### config.mk
export PLATFORM = sky130hd
export DESIGN_NAME = ac_stress_cycle_cnt
export DESIGN_NICKNAME = d
export VERILOG_FILES = /design/src/rtl/ac_stress_cycle_cnt.sv
export SDC_FILE = /design/constraint.sdc
export NUM_CORES = 1
export LEC_CHECK = 0
export CAP_MARGIN = 10
export CORE_MARGIN = 4
export CORE_UTILIZATION = 68
export DETAILED_ROUTE_END_ITERATION = 10
export DONT_BUFFER_PORTS = 1
export PLACE_DENSITY_LB_ADDON = 0.2
export SETUP_SLACK_MARGIN = 0.4
export SLEW_MARGIN = 10
export SYNTH_ARGS = -nofsm -noshare
export SYNTH_HDL_FRONTEND = slang
export SYNTH_SLANG_ARGS = --single-unit
### constraint.sdc
create_clock -name AC_STRESS_CLK -period 4.3 [get_ports AC_STRESS_CLK]
set_clock_uncertainty 0.05 [all_clocks]
set_input_delay 0.645 -clock AC_STRESS_CLK [delete_from_list [all_inputs] [get_ports AC_STRESS_CLK]]
set_output_delay 0.645 -clock AC_STRESS_CLK [all_outputs]
set_load 0.005 [all_outputs]
### src/rtl/ac_stress_cycle_cnt.sv
// AC stress cycle counter: counts divider rising edges under a run/pause/done FSM
// against a programmable target, with a toggle-handshake snapshot port for readout.
module ac_stress_cycle_cnt #(
  parameter int unsigned CNT_W       = 24,
  parameter int unsigned SYNC_STAGES = 2
) (
  input  logic             AC_STRESS_CLK,
  input  logic             RESETB,
  input  logic             FREQ_DIV_OUT,
  input  logic             STRESS_EN,
  input  logic             CLR,
  input  logic [CNT_W-1:0] TARGET,
  input  logic             SNAP_REQ,
  output logic [CNT_W-1:0] STRESS_CNT,
  output logic             STRESS_ACTIVE,
  output logic             STRESS_DONE,
  output logic             CNT_OVF,
  output logic [CNT_W-1:0] SNAP_CNT,
  output logic             SNAP_ACK
);

  typedef enum logic [1:0] {StIdle, StRun, StPause, StDone} state_e;

  state_e                 state_q;
  logic [SYNC_STAGES-1:0] en_sync_q, clr_sync_q, req_sync_q;
  logic                   clr_d_q, clr_p_q, div_d_q;
  logic                   en_s, clr_s, req_s;
  logic                   div_edge, cnt_sat, hit_target;
  logic [CNT_W-1:0]       cnt_inc;

  assign en_s  = en_sync_q[SYNC_STAGES-1];
  assign clr_s = clr_sync_q[SYNC_STAGES-1];
  assign req_s = req_sync_q[SYNC_STAGES-1];

  assign div_edge   = FREQ_DIV_OUT & ~div_d_q;
  assign cnt_sat    = &STRESS_CNT;
  assign cnt_inc    = STRESS_CNT + CNT_W'(1);
  assign hit_target = (TARGET != '0) && (cnt_inc == TARGET);

  // Synchronizers, divider edge detect and a registered clear pulse.
  always_ff @(posedge AC_STRESS_CLK or negedge RESETB) begin
    if (!RESETB) begin
      en_sync_q  <= '0;
      clr_sync_q <= '0;
      req_sync_q <= '0;
      clr_d_q    <= 1'b0;
      clr_p_q    <= 1'b0;
      div_d_q    <= 1'b0;
    end else begin
      en_sync_q  <= {en_sync_q[SYNC_STAGES-2:0], STRESS_EN};
      clr_sync_q <= {clr_sync_q[SYNC_STAGES-2:0], CLR};
      req_sync_q <= {req_sync_q[SYNC_STAGES-2:0], SNAP_REQ};
      clr_d_q    <= clr_s;
      clr_p_q    <= clr_s & ~clr_d_q;
      div_d_q    <= FREQ_DIV_OUT;
    end
  end

  always_ff @(posedge AC_STRESS_CLK or negedge RESETB) begin
    if (!RESETB) begin
      state_q       <= StIdle;
      STRESS_CNT    <= '0;
      STRESS_ACTIVE <= 1'b0;
      STRESS_DONE   <= 1'b0;
      CNT_OVF       <= 1'b0;
    end else if (clr_p_q) begin
      // Clear wins over any same-cycle divider edge.
      state_q       <= StIdle;
      STRESS_CNT    <= '0;
      STRESS_ACTIVE <= 1'b0;
      STRESS_DONE   <= 1'b0;
      CNT_OVF       <= 1'b0;
    end else begin
      case (state_q)
        StIdle: begin
          if (en_s) begin
            state_q       <= StRun;
            STRESS_ACTIVE <= 1'b1;
          end
        end
        StRun: begin
          if (div_edge) begin
            if (cnt_sat) begin
              CNT_OVF <= 1'b1;
            end else begin
              STRESS_CNT <= cnt_inc;
            end
          end
          if (div_edge && !cnt_sat && hit_target) begin
            state_q       <= StDone;
            STRESS_ACTIVE <= 1'b0;
            STRESS_DONE   <= 1'b1;
          end else if (!en_s) begin
            state_q       <= StPause;
            STRESS_ACTIVE <= 1'b0;
          end
        end
        StPause: begin
          if (en_s) begin
            state_q       <= StRun;
            STRESS_ACTIVE <= 1'b1;
          end
        end
        StDone: begin
          state_q <= StDone;
        end
        default: begin
          state_q       <= StIdle;
          STRESS_ACTIVE <= 1'b0;
          STRESS_DONE   <= 1'b0;
        end
      endcase
    end
  end

  // Snapshot captures the pre-increment count; independent of clear.
  always_ff @(posedge AC_STRESS_CLK or negedge RESETB) begin
    if (!RESETB) begin
      SNAP_CNT <= '0;
      SNAP_ACK <= 1'b0;
    end else if (req_s != SNAP_ACK) begin
      SNAP_CNT <= STRESS_CNT;
      SNAP_ACK <= ~SNAP_ACK;
    end
  end

endmodule

==> impl_metrics.csv <==
group,metric,value,unit
timing,tightest_slew,0.982,ns
synth,synth.area.mux_share,8.48,%
clock_tree,cts_root_buf,"clkbuf_8",
synth,synth_top_family_by_area,"simple AND/OR/NAND/NOR gates",
timing,fmax,340,MHz
synth,ys_seq_area_share,44.3,%
worst_setup_path,crit_fanout,9,
routing,ant_nets,0,
timing,grt_setup_unrepaired,"no",
worst_setup_path,worst-path-buf-inv,0,
synth,syn_inst,355,
finish,synthToLayoutAreaGrowth,6.44,%
synth,synth_fa_ha_area_share,0.352,%
global_routing,grt_pass1_wl,13900,um
synth,ys_types,52,
finish,layout.nets,375,
power_and_ir_drop,power_density,344,mW/mm2
timing,fin_ws,1.36,ns
synth,synth_compound_area_share,7.74,%
timing,period_minus_slack,2.94,ns
clock_tree,cts.sinks,63,
synth,synth.avg_cell_area,10.0,um2
clock_tree,cts.path.max_buffers,2,
worst_setup_path,crit_chain,"ha_1 -> nand3_1 -> nor4_1 -> a211oi_2 -> nand2_1 -> or3_1 -> a21oi_1",
floorplanning,initial_core_util,70.1,%
placed_design,dp_cells,402,
worst_setup_path,startpoint_type,"flip-flop",
finish,antenna_cells,0,
finish,layout.cells.non_filler,418,
power_and_ir_drop,peakVddDrop,0.000231,V
floorplanning,dieArea,0.00645,mm2
job,maxCapViolCount,0,
synth,synth-warning-count,0,
global_routing,grt_usage,28.8,%
routing,vias,2738,
placed_design,io_buffers,0,
worst_setup_path,slowest_stage,"a211oi_2",
clock_tree,clk_latency,0.35,ns
worst_setup_path,arrival,3.14,ns
routing,wl_per_cell,20.8,um
placed_design,gp_congestion,0.934,
floorplanning,io_pins,82,
timing,slew_violations,0,
timing,period_share,68.4,%
routing,drt_iter0_markers,218,
timing,setup_tns,0,ns
clock_tree,path_clk_slew,0.07,ns
global_routing,grt_pass1_vias,2716,
floorplanning,coreArea,0.00507,mm2
synth,synthSimpleGateAreaFrac,22.5,%
clock_tree,cts_buffers,9,
worst_setup_path,path_class,"flip-flop to flip-flop",
timing,setup_viol_count_final,0,
routing,drt_wl_total,8680,um
global_routing,grt_max_degree,64,
placed_design,hpwl,6150,um
power_and_ir_drop,total_power,1.30,mW
finish,drive_gt1_share,17.5,%
routing,drc,0,
timing,hold_viol_final,0,
timing,relSlewSlack,34.5,%
synth,syn_nets,386,
placed_design,pre_cts_ws,1.46,ns
worst_setup_path,path_delay_family,"simple AND/OR/NAND/NOR gates",
synth,synth_area,0.00356,mm2
synth,synth-seq-cells,63,
global_routing,antenna_found_initial,0,
timing,hold_ws,0.114,ns
worst_setup_path,worstPathRequired,4.50,ns
global_routing,grt_overflow,0,
clock_tree,cts_tree,"done",
synth,synth-xor-area-share,11.8,%
clock_tree,htreeDepth,3,
routing,viasPerCell,6.55,
worst_hold_path,hold_path_class,"input pin to async pin",
synth,synth-main-ff-cell,"dfrtp_1",
placed_design,dpl_cell_area,0.00353,mm2
synth,synthArstFlopShare,100,%
routing,dr.pass1.iters,7,
power_and_ir_drop,leakage,1.59,nW
worst_setup_path,worstSetupEndpointType,"flip-flop",
floorplanning,rows,26,
clock_tree,cts_setup_buffers,0,
synth,synth_edf_count,0,
floorplanning,die_h,80.3,um
finish,final_core_util,74.6,%
finish,finalInstanceArea,0.00378,mm2
floorplanning,die_x,80.3,um
worst_setup_path,critPathMaxStageDelay,0.70,ns
run_status,status,"finished clean",
## path summary, 6_finish.rpt
kind,startpoint,to,slack (ns),cells past startpoint
hold reg to reg,req_sync_q[0],req_sync_q[1],0.30,0
setup / recovery,STRESS_CNT[0],STRESS_CNT[15],1.36,7
hold / removal,RESETB,STRESS_CNT[2],0.11,1
min in group AC_STRESS_CLK,CLR,clr_sync_q[0],0.27,0
max in group asynchronous,RESETB,SNAP_CNT[22],3.82,1
setup reg to reg,STRESS_CNT[0],STRESS_CNT[15],1.36,7
## power by group
group	total (mW)	internal (mW)	switching, mW
clock	0.595	0.370	0.225
sequential	0.625	0.605	0.0192
combinational	0.0836	0.0378	0.0458
total	1.30	1.01	0.290
## cell usage after synthesis (all sizes together), types with 2 or more instances
library cell,number,area (um2)
a21oi,12,60.1
nand3,20,128
mux2,25,282
and2,2,13.8
mux2i,2,20.0
or3,4,25.0
and4,2,17.5
nor3,8,51.3
a211oi,2,25.0
nand2b,3,18.8
dfrtp,63,1580
nand4,19,125
clkbuf,7,26.3
a31oi,4,25.0
nor4,15,115
o21ai,6,30.0
xnor2,26,228
and3,6,38.8
nor2,36,143
buf,18,113
xor2,22,193
o31ai,3,22.5
a311oi,2,17.5
inv,8,30.0
nand2,25,96.4
## sequential cells by signal (all words and copies together) (netlist names)
name,cells
state_q,2
CNT_OVF,1
STRESS_CNT,24
SNAP_ACK,1
clr_d_q,1
STRESS_DONE,1
SNAP_CNT,24
req_sync_q,2
clr_sync_q,2
STRESS_ACTIVE,1
div_d_q,1
en_sync_q,2
clr_p_q,1
## timing repair
action | CTS | global route
endpoints found under the setup margin | 0 | 0
hold buffers | 1 | 0
endpoints found under the hold margin | 63 | 0
gates resized for setup | 0 | 0
## cells by family after synthesis
group / count (synthesis)
mux: 27
fa+ha+maj: 1
buf+inv: 33
xor+xnor: 48
flops: 63
simple gates: 144
compound gates: 39
## metal layers
| layer | global-route usage, % | vias up | routed length [um] |
|---|---|---|---|
| li1 | - | 1245 | - |
| met1 | 36.3 | 1326 | 3480 |
| met2 | 44.6 | 145 | 4200 |
| met3 | 9.98 | 22 | 797 |
| met4 | 13.0 | 0 | 204 |
| met5 | 0 | - | 0 |
## cells in the final DEF, fill, tap and decap left out, drive strengths merged, types with 6 or more instances in the layout
cell / instances
o21ai: 6
xor2: 22
nor2: 36
nand2: 25
xnor2: 26
dfrtp: 63
inv: 8
nor4: 15
and3: 6
a21oi: 12
mux2: 25
nand4: 19
clkbuf: 12
nand3: 20
nor3: 8
## worst reg2reg max path, delay by kind of cell (launching register included)
kind	cells	cell delay (ns)
AOI/OAI and AO/OA	2	0.84
adders and majority gates	1	0.32
DFF	1	0.50
and+or+nand+nor	4	1.15
## cell type report
class	count	area [um2]
multi-input cells	259	1820
clock inverters	3	65.1
inverters	8	30.0
clock buffers	12	165
well taps	70	87.6
repair buffers	3	42.5
fillers	388	1290
flip-flops and latches	63	1580
(Power assumes the default switching activity.)
